===== src/rtl/data_addr_gen_if.sv =====
// Handshake and bus signals between the walk controller
// and the SRAM row-address generator.
interface data_addr_gen_if;
    logic       start;
    logic [7:0] base_addr;
    logic [7:0] num_rows;
    logic       ready_in;
    logic [7:0] addr_1_out;
    logic [7:0] addr_2_out;
    logic       package_1_valid_out;
    logic       package_2_valid_out;
    logic [6:0] tile_idx_out;
    logic       busy;
    logic       done;

    modport master (
        output start, base_addr, num_rows, ready_in,
        input  addr_1_out, addr_2_out,
        input  package_1_valid_out, package_2_valid_out,
        input  tile_idx_out, busy, done
    );

    modport slave (
        input  start, base_addr, num_rows, ready_in,
        output addr_1_out, addr_2_out,
        output package_1_valid_out, package_2_valid_out,
        output tile_idx_out, busy, done
    );
endinterface


===== src/rtl/data_addr_gen.sv =====
// Dual-port SRAM row-address generator: walks a feature map
// as overlapping 4-row tiles, two rows per package pair.
module data_addr_gen (
    input  logic           clk,
    input  logic           reset,
    input  logic           scan_mode,
    data_addr_gen_if.slave bus
);
    typedef enum logic [1:0] {
        IDLE,
        ISSUE_LO,
        ISSUE_HI,
        DONE
    } state_t;

    state_t     state;
    logic [7:0] base_q;
    logic [7:0] r_q;
    logic [7:0] tiles_q;
    logic [6:0] tile_q;
    logic [7:0] addr_1_q;
    logic [7:0] addr_2_q;
    logic       valid_q;
    logic [6:0] tile_idx_q;
    logic       busy_q;
    logic       done_q;

    logic [7:0] t_calc;
    logic [7:0] addr_p2;
    logic [7:0] addr_p3;
    logic [6:0] tile_nx;
    logic       more;

    // Tiles overlap by two rows; an odd trailing row is dropped.
    assign t_calc  = (bus.num_rows >= 8'd4)
                   ? ((bus.num_rows - 8'd2) >> 1) : 8'd0;
    assign addr_p2 = base_q + r_q + 8'd2;
    assign addr_p3 = base_q + r_q + 8'd3;
    assign tile_nx = tile_q + 7'd1;
    assign more    = ({1'b0, tile_nx} < tiles_q);

    always_ff @(posedge clk or negedge reset) begin
        if (!reset) begin
            state      <= IDLE;
            base_q     <= 8'd0;
            r_q        <= 8'd0;
            tiles_q    <= 8'd0;
            tile_q     <= 7'd0;
            addr_1_q   <= 8'd0;
            addr_2_q   <= 8'd0;
            valid_q    <= 1'b0;
            tile_idx_q <= 7'd0;
            busy_q     <= 1'b0;
            done_q     <= 1'b0;
        end else begin
            done_q <= 1'b0;
            unique case (state)
                IDLE: begin
                    if (bus.start && !scan_mode) begin
                        base_q  <= bus.base_addr;
                        tiles_q <= t_calc;
                        r_q     <= 8'd0;
                        tile_q  <= 7'd0;
                        if (t_calc != 8'd0) begin
                            state      <= ISSUE_LO;
                            addr_1_q   <= bus.base_addr;
                            addr_2_q   <= bus.base_addr + 8'd1;
                            valid_q    <= 1'b1;
                            busy_q     <= 1'b1;
                            tile_idx_q <= 7'd0;
                        end else begin
                            state  <= DONE;
                            done_q <= 1'b1;
                        end
                    end
                end
                ISSUE_LO: begin
                    if (scan_mode) begin
                        state      <= IDLE;
                        valid_q    <= 1'b0;
                        busy_q     <= 1'b0;
                        tile_idx_q <= 7'd0;
                    end else if (bus.ready_in) begin
                        state    <= ISSUE_HI;
                        addr_1_q <= addr_p2;
                        addr_2_q <= addr_p3;
                    end
                end
                ISSUE_HI: begin
                    if (scan_mode) begin
                        state      <= IDLE;
                        valid_q    <= 1'b0;
                        busy_q     <= 1'b0;
                        tile_idx_q <= 7'd0;
                    end else if (bus.ready_in) begin
                        r_q    <= r_q + 8'd2;
                        tile_q <= tile_nx;
                        if (more) begin
                            // Next tile's low pair repeats this high pair.
                            state      <= ISSUE_LO;
                            addr_1_q   <= addr_p2;
                            addr_2_q   <= addr_p3;
                            tile_idx_q <= tile_nx;
                        end else begin
                            state      <= DONE;
                            valid_q    <= 1'b0;
                            busy_q     <= 1'b0;
                            tile_idx_q <= 7'd0;
                            done_q     <= 1'b1;
                        end
                    end
                end
                DONE: begin
                    state <= IDLE;
                end
            endcase
        end
    end

    assign bus.addr_1_out          = addr_1_q;
    assign bus.addr_2_out          = addr_2_q;
    assign bus.package_1_valid_out = valid_q;
    assign bus.package_2_valid_out = valid_q;
    assign bus.tile_idx_out        = tile_idx_q;
    assign bus.busy                = busy_q;
    assign bus.done                = done_q;
endmodule


===== src/flat_wrapper.sv =====
// flat-port wrapper written by rule: the top's interface ports become plain ports
module data_addr_gen_flat 
  (clk, reset, scan_mode, bus_start, bus_base_addr, bus_num_rows, bus_ready_in, bus_addr_1_out, bus_addr_2_out, bus_package_1_valid_out, bus_package_2_valid_out, bus_tile_idx_out, bus_busy, bus_done);
  data_addr_gen_if bus_i ();
  input  logic clk;
  input  logic reset;
  input  logic scan_mode;
  input wire logic [$bits(bus_i.start)-1:0] bus_start;
  input wire logic [$bits(bus_i.base_addr)-1:0] bus_base_addr;
  input wire logic [$bits(bus_i.num_rows)-1:0] bus_num_rows;
  input wire logic [$bits(bus_i.ready_in)-1:0] bus_ready_in;
  output wire logic [$bits(bus_i.addr_1_out)-1:0] bus_addr_1_out;
  output wire logic [$bits(bus_i.addr_2_out)-1:0] bus_addr_2_out;
  output wire logic [$bits(bus_i.package_1_valid_out)-1:0] bus_package_1_valid_out;
  output wire logic [$bits(bus_i.package_2_valid_out)-1:0] bus_package_2_valid_out;
  output wire logic [$bits(bus_i.tile_idx_out)-1:0] bus_tile_idx_out;
  output wire logic [$bits(bus_i.busy)-1:0] bus_busy;
  output wire logic [$bits(bus_i.done)-1:0] bus_done;
  assign bus_i.start = bus_start;
  assign bus_i.base_addr = bus_base_addr;
  assign bus_i.num_rows = bus_num_rows;
  assign bus_i.ready_in = bus_ready_in;
  assign bus_addr_1_out = bus_i.addr_1_out;
  assign bus_addr_2_out = bus_i.addr_2_out;
  assign bus_package_1_valid_out = bus_i.package_1_valid_out;
  assign bus_package_2_valid_out = bus_i.package_2_valid_out;
  assign bus_tile_idx_out = bus_i.tile_idx_out;
  assign bus_busy = bus_i.busy;
  assign bus_done = bus_i.done;
  data_addr_gen u_core (.clk(clk), .reset(reset), .scan_mode(scan_mode), .bus(bus_i));
endmodule

===== config.mk =====
export PLATFORM = sky130hd
export DESIGN_NAME = data_addr_gen_flat
export DESIGN_NICKNAME = d
export VERILOG_FILES = /design/src/rtl/data_addr_gen_if.sv /design/src/rtl/data_addr_gen.sv /design/src/flat_wrapper.sv
export SDC_FILE = /design/constraint.sdc
export NUM_CORES = 1
export LEC_CHECK = 0
export CELL_PAD_IN_SITES_DETAIL_PLACEMENT = 1
export CELL_PAD_IN_SITES_GLOBAL_PLACEMENT = 2
export CORE_ASPECT_RATIO = 0.5
export CORE_MARGIN = 3
export CORE_UTILIZATION = 32
export DETAILED_ROUTE_END_ITERATION = 10
export HOLD_SLACK_MARGIN = 0.12
export PLACE_DENSITY_LB_ADDON = 0.15
export SLEW_MARGIN = 20
export SYNTH_ARGS = -nofsm -noshare
export SYNTH_HDL_FRONTEND = slang
export SYNTH_SLANG_ARGS = --single-unit

===== constraint.sdc =====
create_clock -name clk -period 2.7 [get_ports clk]
set_input_delay 0.405 -clock clk [delete_from_list [all_inputs] [get_ports clk]]
set_output_delay 0.405 -clock clk [all_outputs]
set_load 0.1 [all_outputs]

; Yosys cells after proc, flatten, opt, wreduce, memory -nomap -nowiden
; Cells that the tools add are included.
[classes]
add_sub_neg = 7
magnitude_cmp = 2
n_eq_ne = 14
muxes = 53
n_reduce_logical = 12
[op_table]
columns = cell, count
row1 = $mux 8, 17
row2 = $mux 7, 10
row3 = $pmux 8 s3, 2
row4 = $add 8x2->8 const B, 3
row5 = $pmux 7 s3, 1
row6 = $pmux 8 s2, 1
row7 = $mux 2, 7
row8 = $pmux 7 s2, 1
row9 = $mux 1, 11
row10 = $ne 2x2->1 const B, 5
row11 = $ne 3x3->1 const B, 3
row12 = $add 8x1->8 const B, 1
row13 = $add 8x8->8, 1
row14 = $ge 8x3->1 const B, 1
row15 = $lt 7x8->1, 1
row16 = $pmux 2 s4, 1
row17 = $reduce_and 8->1, 1
row18 = $reduce_bool 8->1, 1
row19 = $sub 8x2->8 const B, 1
row20 = $add 7x1->7 const B, 1
row21 = $ne 2x1->1 const B, 3
row22 = $reduce_and 6->1, 1
row23 = $reduce_and 5->1, 1
row24 = $eq 2x2->1 const B, 2
row25 = 11 further kinds, 11
[word_totals]
ff_bits = 58
input_bits = 21
output_inout_bits = 27
word_cells = 98

; Depth between registers and ports, before layout
; Gate-level depths: netlist of run 1.
[depth]
ltp_word = 6
depth_mapped = 12
depth_no_buf = 11

; Least setup slack after synthesis of run 1
; OpenSTA, ideal clock, no wires.
[synth_timing]
kind = flip-flop to flip-flop
start = register u_core.tile_q[0]
end = register u_core.addr_1_q[0], in the netlist u_core.bus.addr_1_out[0]
setup_ns = 0.126
t_arrival_ns = 2.636
required_time_ns = 2.574
setup_slack_ns = -0.062
stages_incl_launch_ff = 11
n_path_buf = 0
cell_sequence = dfrtp_1 -> ha_1 -> and3_1 -> xnor2_1 -> inv_1 -> ha_1 -> and3_1 -> a311oi_4 -> a21boi_4 -> nor2_8 -> mux2_4
[synth_between]
elab_chain_cells = 4
[synth_lines]
columns = item, line
row1 = start: declaration, data_addr_gen.sv:20  ; logic [6:0] tile_q;
row2 = start signal: assignment, data_addr_gen.sv:97  ; tile_q <= tile_nx;
row3 = $add 7x1->7, data_addr_gen.sv:39  ; assign tile_nx = tile_q + 7'd1;
row4 = $lt 7x8->1, data_addr_gen.sv:40  ; assign more = ({1'b0, tile_nx} < tiles_q);
row5 = $ne 2x1->1 (no line), -
row6 = $reduce_and 8->1 (no line), -
row7 = end signal: assignment, data_addr_gen.sv:66  ; addr_1_q <= bus.base_addr;
row8 = end signal: assignment, data_addr_gen.sv:85  ; addr_1_q <= addr_p2;
row9 = end signal: assignment, data_addr_gen.sv:101  ; addr_1_q <= addr_p2;
row10 = end: declaration, data_addr_gen.sv:21  ; logic [7:0] addr_1_q;
; Every way passes these cells.
; A chain may end at the register's enable or synchronous reset.

; Worst setup path after layout of run 1
[layout_timing]
start = register u_core.tile_q[1]
end = register u_core.addr_2_q[5], in the netlist u_core.bus.addr_2_out[5]
[layout_between]
elab_chain_cells = 4
[layout_lines]
columns = item, line
row1 = $add 7x1->7, data_addr_gen.sv:39
row2 = $lt 7x8->1, data_addr_gen.sv:40
row3 = $ne 2x1->1 (no line), -
row4 = $reduce_and 8->1 (no line), -
row5 = end signal: assignment, data_addr_gen.sv:67  ; addr_2_q <= bus.base_addr + 8'd1;
row6 = end signal: assignment, data_addr_gen.sv:86  ; addr_2_q <= addr_p3;
row7 = end signal: assignment, data_addr_gen.sv:102  ; addr_2_q <= addr_p3;
row8 = end: declaration, data_addr_gen.sv:22  ; logic [7:0] addr_2_q;
; Every way passes these cells.

==> flow_metrics.env, run 1 <==
export IMPL_outcome="finished clean"
export IMPL_fmax_ghz=0.376
export IMPL_overflow=0
export IMPL_rr_endpoint="u_core.bus.addr_2_out[5]"
export IMPL_cts_root_buf="clkbuf_16"
export IMPL_clk_path_buf_depth=2
export IMPL_synth_seq_area_share_pct=37.4
export IMPL_p_sw_share_pct=52.3
export IMPL_r2r_slack_ns=0.04
export IMPL_synthCells=385
export IMPL_yosys_cell_types_count=58
export IMPL_cts_htree_levels=2
export IMPL_setup_viol=0
export IMPL_internal_power_mw=3.00
export IMPL_cp_slowest_cell="dfrtp_1"
export IMPL_ys_ff_latch=56
export IMPL_cpLargestDelayFamily="simple AND/OR/NAND/NOR gates"
export IMPL_period_share_pct=98.4
export IMPL_num_rows=27
export IMPL_clock_latency_ns=0.30
export IMPL_synth_area_um2=3750
export IMPL_grt_setup_unrepaired="true"
export IMPL_dr_wl_met3_um=185
export IMPL_final_core_util_pct=42.4
export IMPL_crit_path_end_kind="register"
export IMPL_reg2reg_from="u_core.tile_q[1]"
export IMPL_drtIter0Drc=85
export IMPL_hp_class="in -> async"
export IMPL_top_layer_used="met4"
export IMPL_yosys_warnings=0
export IMPL_grt_pass1_vias=3284
export IMPL_period_minus_slack_ns=2.66
export IMPL_drt_met1_wl_um=5010
export IMPL_finalHoldWorstSlack_ns=0.129
export IMPL_grt_use_total_pct=16.0
export IMPL_crit_fanout=5
export IMPL_crit_type="reg -> reg"
export IMPL_slew_headroom_pct=55.2
export IMPL_grt_pass1_wl_um=16800
export IMPL_dr_wl_met2_um=5110
export IMPL_hold_viol_final=0
export IMPL_avgRoutedWirePerCell_um=16.9
export IMPL_final_setup_skew_ns=0.0105
export IMPL_io_buffers=46
export IMPL_power_frac_seq_pct=20.9
export IMPL_routed_wl_um=10300
export IMPL_cp_start_kind="register"
export IMPL_yosysMostFrequentCell="dfrtp_1"
export IMPL_power_leakage_nw=2.09
export IMPL_vias=3061
export IMPL_diodes=0
export IMPL_layout_nets=498
export IMPL_dr_pass1_iters=4
export IMPL_dpl_hpwl_um=8280
export IMPL_tightest_slew_ns=0.672
export IMPL_synthTopCellsByCount="dfrtp_1 (56), nand2_1 (37), nor2_1 (31), ha_1 (24), inv_1 (24)"
export IMPL_synth_edff_count=0
export IMPL_cts_clk_slew_worst_paths_ns=0.08
export IMPL_layout_drive_gt1_share_pct=24.7
export IMPL_ir_drop_mv=1.02
export IMPL_antenna_left=0
export IMPL_core_um2=11200
export IMPL_syn_to_final_growth_pct=26.9
export IMPL_syn_nets=431
export IMPL_cts_buffers=5
export IMPL_antenna_found_initial=0
export IMPL_crit_buf_inv=1
export IMPL_drc=0
export IMPL_initial_core_util_pct=33.4
export IMPL_gp_congestion=0.805
export IMPL_syn_area_per_cell_um2=9.73
export IMPL_drv_cap=0
export IMPL_cp_required_ns=2.88
export IMPL_fin_tns_setup_ns=0
export IMPL_synth_ff_type="dfrtp_1"
export IMPL_yosys_area_top_type="dfrtp_1"
export IMPL_cts_sinks=56
export IMPL_postSynth_asyncResetShare_pct=100
export IMPL_tritoncts="done"
export IMPL_finalPower_mw=6.30
export IMPL_finalNonFillerCells=612
export IMPL_power_frac_comb_pct=68.1
export IMPL_die_height_um=82.5
export IMPL_place_inst=603
export IMPL_finalMaxSlewViolations=0
export IMPL_reg2regPathDepth=10
export IMPL_synth_area_top_cells="dfrtp_1 (37%), ha_1 (8.0%), xnor2_1 (4.7%)"
export IMPL_worstPathCellList="ha_4 > and3_4 > xnor2_4 > inv_2 > ha_4 > and3_4 > a311oi_4 > a21boi_4 > nor2_4 > mux2_4"
export IMPL_power_switching_mw=3.29
export IMPL_synth_top_cell_area_share_pct=37.4
export IMPL_vias_per_cell=5.00
export IMPL_worst_path_largest_cell_delay_ns=0.42
export IMPL_grt_max_degree=30
export IMPL_dieArea_um2=13100
export IMPL_pin_count=48
export IMPL_pwr_share_clk_pct=11.0
export IMPL_fillCellCount=1299
export IMPL_die_w_um=159
export IMPL_ctsHoldBuffers=0
export IMPL_power_density_nw_per_um2=1320
export IMPL_crit_arrival_ns=2.83
## routing by layer
layer	vias up	track usage (%)
met5	-	0
li1	1488	-
met1	1546	20.6
met2	23	29.6
met3	4	2.79
met4	0	2.10
## worst register-to-register path: stages, from the launching register on
cell and delay (ns):
dfrtp_1 0.42, ha_4 0.20, and3_4 0.19, xnor2_4 0.14, inv_2 0.06, ha_4 0.21, and3_4 0.19, a311oi_4 0.35
a21boi_4 0.17, nor2_4 0.27, mux2_4 0.33
## cells in the final DEF, fill, tap and decap left out, drive strengths merged, types with 9 or more instances in the layout
master	count
nor2	33
nand4	10
dfrtp	56
xor2	14
xnor2	20
mux2	19
nand3	14
inv	24
a21oi	14
o31ai	9
buf	54
nand2	37
ha	24
clkdlybuf4s50	18
o21ai	30
## layout make-up
type	instances	area (µm²)	area share [%]
inverter	24	90.1	1.90
multi-input combinational	293	2310	48.7
clock inverter	1	7.51	0.158
timing repair buffer	72	599	12.6
clock buffer	7	143	3.00
tap	159	199	4.19
sequential	56	1400	29.5
## power groups by stage
stage | logic [mW] | clock network [mW] | registers (mW)
5_1_grt | 4.66 | 0.748 | 1.36
4_1_cts | 4.28 | 0.711 | 1.32
3_3_place_gp | 4.13 | 0 | 1.32
3_5_place_dp | 4.22 | 0 | 1.33
2_1_floorplan | 2.26 | 0 | 2.30
6_report | 4.29 | 0.691 | 1.32
## state kept, by name, summed over array words and instances, names as in the netlist
name and cells:
u_core.base_q 8, u_core.bus.addr_1_out 8, u_core.bus.addr_2_out 8, u_core.bus.done 1
u_core.bus.package_1_valid_out 1, u_core.bus.tile_idx_out 7, u_core.r_q 7, u_core.state 2
u_core.tile_q 7, u_core.tiles_q 7
## how the worst max path moves through the flow
stage	cells past startpoint	slack, ns	endpoint	start
floorplan	10	0.009	u_core.bus.addr_1_out[0]	u_core.tile_q[0]
global placement	10	0.02	u_core.bus.addr_2_out[3]	u_core.tile_q[0]
detailed placement	10	-0.03	u_core.bus.addr_1_out[1]	u_core.tile_q[0]
CTS	10	0.006	u_core.bus.addr_2_out[5]	u_core.tile_q[0]
global route	10	-0.06	u_core.bus.addr_2_out[4]	u_core.tile_q[1]
finish	10	0.04	u_core.bus.addr_2_out[5]	u_core.tile_q[1]
## stage by stage
stage / worst slack (ns) / instance area, µm²
after global placement: 0.0173 / 4470
after global routing: -0.0614 / 4750
after detailed placement: -0.0260 / 4470
final: 0.0425 / 4750
after CTS: 0.00601 / 4640
after floorplan: 0.00949 / 3750
## what timing repair did
| item | CTS | global route |
|---|---|---|
| buffers inserted | 0 | 0 |
| gates cloned | 1 | 0 |
| pin swaps | 5 | 9 |
| setup endpoints to repair | 14 | 22 |
| resized for setup | 2 | 19 |
## cells by family after synthesis
kind of cell | synth area share [%]
xor+xnor | 7.95
compound gates | 16.4
simple gates | 17.6
buf+inv | 4.34
other cells | 0.100
flops | 37.4
mux | 7.62
fa+ha+maj | 8.55
Note: power is estimated with default switching activity, not from simulation.
==> run 2: changes to the inputs <==
Settings changed: CORE_MARGIN 3 to not set, HOLD_SLACK_MARGIN 0.12 to 0.1, REMOVE_ABC_BUFFERS set to 1.
==> flow_metrics.env, run 2 (synthesis gave the netlist of run 1 again) <==
export IMPL_drc=0
export IMPL_layout_drive_gt1_share_pct=24.8
export IMPL_hp_class="in -> async"
export IMPL_syn_to_final_growth_pct=26.5
export IMPL_final_common_cell="buf_4"
export IMPL_power_leakage_nw=2.11
export IMPL_reg2reg_from="u_core.tile_q[1]"
export IMPL_place_ws_ns=-0.0949
export IMPL_fmax_ghz=0.380
export IMPL_tightest_slew_ns=0.780
export IMPL_crit_fanout=5
export IMPL_final_cell_mix="buf_4 (58), dfrtp_1 (56), nand2_1 (37)"
export IMPL_cts_root_buf="clkbuf_16"
export IMPL_worst_path_largest_cell_delay_ns=0.40
export IMPL_grt_max_degree=31
export IMPL_clock_latency_ns=0.30
export IMPL_place_area_um2=4490
export IMPL_overflow=0
export IMPL_internal_power_mw=3.05
export IMPL_crit_buf_inv=1
export IMPL_final_setup_skew_ns=0.0112
export IMPL_r2r_slack_ns=0.07
export IMPL_rr_endpoint="u_core.bus.addr_2_out[4]"
export IMPL_stdcell_area_um2=4740
export IMPL_routed_wl_um=10300
export IMPL_antenna_left=0
export IMPL_finalPower_mw=6.34
export IMPL_cts_htree_levels=2
export IMPL_cts_buffers=5
export IMPL_slew_headroom_pct=48.0
export IMPL_critPathLaunch="u_core.tile_q[1]"
export IMPL_grt_use_total_pct=18.5
export IMPL_drtIter0Drc=98
export IMPL_pin_count=48
export IMPL_initial_core_util_pct=33.5
export IMPL_vias=3063
export IMPL_finalHoldWorstSlack_ns=0.177
export IMPL_period_minus_slack_ns=2.63
export IMPL_period_share_pct=97.4
export IMPL_crit_end="u_core.bus.addr_2_out[4]"
export IMPL_cpLargestDelayFamily="compound AO/OA/AOI/OAI gates"
export IMPL_crit_path_end_kind="register"
export IMPL_avgRoutedWirePerCell_um=16.7
export IMPL_pwr_share_clk_pct=10.8
export IMPL_power_switching_mw=3.29
export IMPL_power_frac_comb_pct=68.5
export IMPL_tritoncts="done"
export IMPL_cp_start_kind="register"
export IMPL_diodes=0
export IMPL_dpl_hpwl_um=8020
export IMPL_crit_arrival_ns=2.82
export IMPL_grt_setup_unrepaired="true"
export IMPL_final_core_util_pct=42.4
export IMPL_cts_clk_slew_worst_paths_ns=0.08
export IMPL_io_buffers=46
export IMPL_dr_pass1_iters=6
export IMPL_place_inst=607
export IMPL_core_um2=11200
export IMPL_reg2regPathDepth=10
export IMPL_setup_viol=0
export IMPL_num_rows=27
export IMPL_power_density_nw_per_um2=1340
export IMPL_cp_num_cells=10
export IMPL_fin_tns_setup_ns=0
export IMPL_crit_type="reg -> reg"
export IMPL_die_w_um=155
export IMPL_drv_cap=0
export IMPL_layout_nets=504
export IMPL_finalMaxSlewViolations=0
export IMPL_finalNonFillerCells=618
export IMPL_die_height_um=78.5
export IMPL_outcome="finished clean"
export IMPL_clk_path_buf_depth=2
export IMPL_cp_slowest_cell="dfrtp_1"
export IMPL_p_sw_share_pct=51.9
export IMPL_antenna_found_initial=0
export IMPL_dieArea_um2=12200
export IMPL_grt_pass1_vias=3346
export IMPL_worstPathCellList="ha_2 > buf_6 > xor2_2 > ha_1 > a21oi_2 > o21ai_2 > a311oi_4 > a21boi_4 > nor2_4 > mux2_4"
export IMPL_ir_drop_mv=1.01
export IMPL_cts_sinks=56
export IMPL_power_frac_seq_pct=20.7
export IMPL_hold_viol_final=0
export IMPL_setup_slack_ns=0.0713
export IMPL_cp_required_ns=2.89
export IMPL_grt_pass1_wl_um=17500
export IMPL_vias_per_cell=4.96
export IMPL_gp_congestion=0.843
## run 2: power by group through the flow
stage | registers (mW) | clock network (mW) | logic (mW)
6_report | 1.31 | 0.686 | 4.34
5_1_grt | 1.36 | 0.748 | 4.68
4_1_cts | 1.32 | 0.712 | 4.36
3_5_place_dp | 1.33 | 0 | 4.25
3_3_place_gp | 1.32 | 0 | 4.18
2_1_floorplan | 2.41 | 0 | 2.06
## run 2: layout make-up
type / instances / area (µm²)
fill: 1297 / 6440
multi-input combinational: 293 / 2270
sequential: 56 / 1400
timing repair buffer: 78 / 632
tap: 159 / 199
clock buffer: 8 / 146
inverter: 24 / 90.1
## run 2: routing by layer
metal / routed length [µm] / global-route usage (%) / up-vias
met5: 0 / 0 / -
met3: 240 / 3.31 / 7
li1: - / - / 1507
met1: 5070 / 23.9 / 1518
met4: 69 / 3.17 / 0
met2: 4950 / 32.7 / 31
## run 2: worst register-to-register path, delay by kind of cell, from the launching register on
family	cells	cell delay (ns)
compound gates	4	0.76
xor+xnor	1	0.14
fa+ha+maj	2	0.53
buf+inv	1	0.12
flops	1	0.40
mux	1	0.32
simple gates	1	0.25
## run 2: worst min path at each step
| stage | from | to | slack, ns | cells past startpoint |
|---|---|---|---|---|
| floorplan | reset | u_core.base_q[0] | 0.11 | 0 |
| CTS | reset | u_core.r_q[2] | 0.22 | 1 |
| finish | reset | u_core.tiles_q[4] | 0.18 | 1 |
| detailed placement | u_core.bus.tile_idx_out[4] | u_core.bus.tile_idx_out[4] | 0.47 | 2 |
| global placement | u_core.bus.tile_idx_out[4] | u_core.bus.tile_idx_out[4] | 0.46 | 2 |
| global route | reset | u_core.tiles_q[4] | 0.24 | 1 |
## run 2: what timing repair did
| item | in CTS | in global routing |
|---|---|---|
| resized for setup | 11 | 5 |
| pin swaps | 9 | 5 |
| hold buffers | 0 | 0 |
| setup endpoints to repair | 18 | 23 |
| gates cloned | 1 | 0 |
| buffers inserted | 2 | 0 |
==> run 3: changes to the inputs <==
Settings changed: ABC_CLOCK_PERIOD_IN_PS set to 2700.
==> results of run 3 <==
The final DEF is identical to that of run 2; final timing and power are the same.
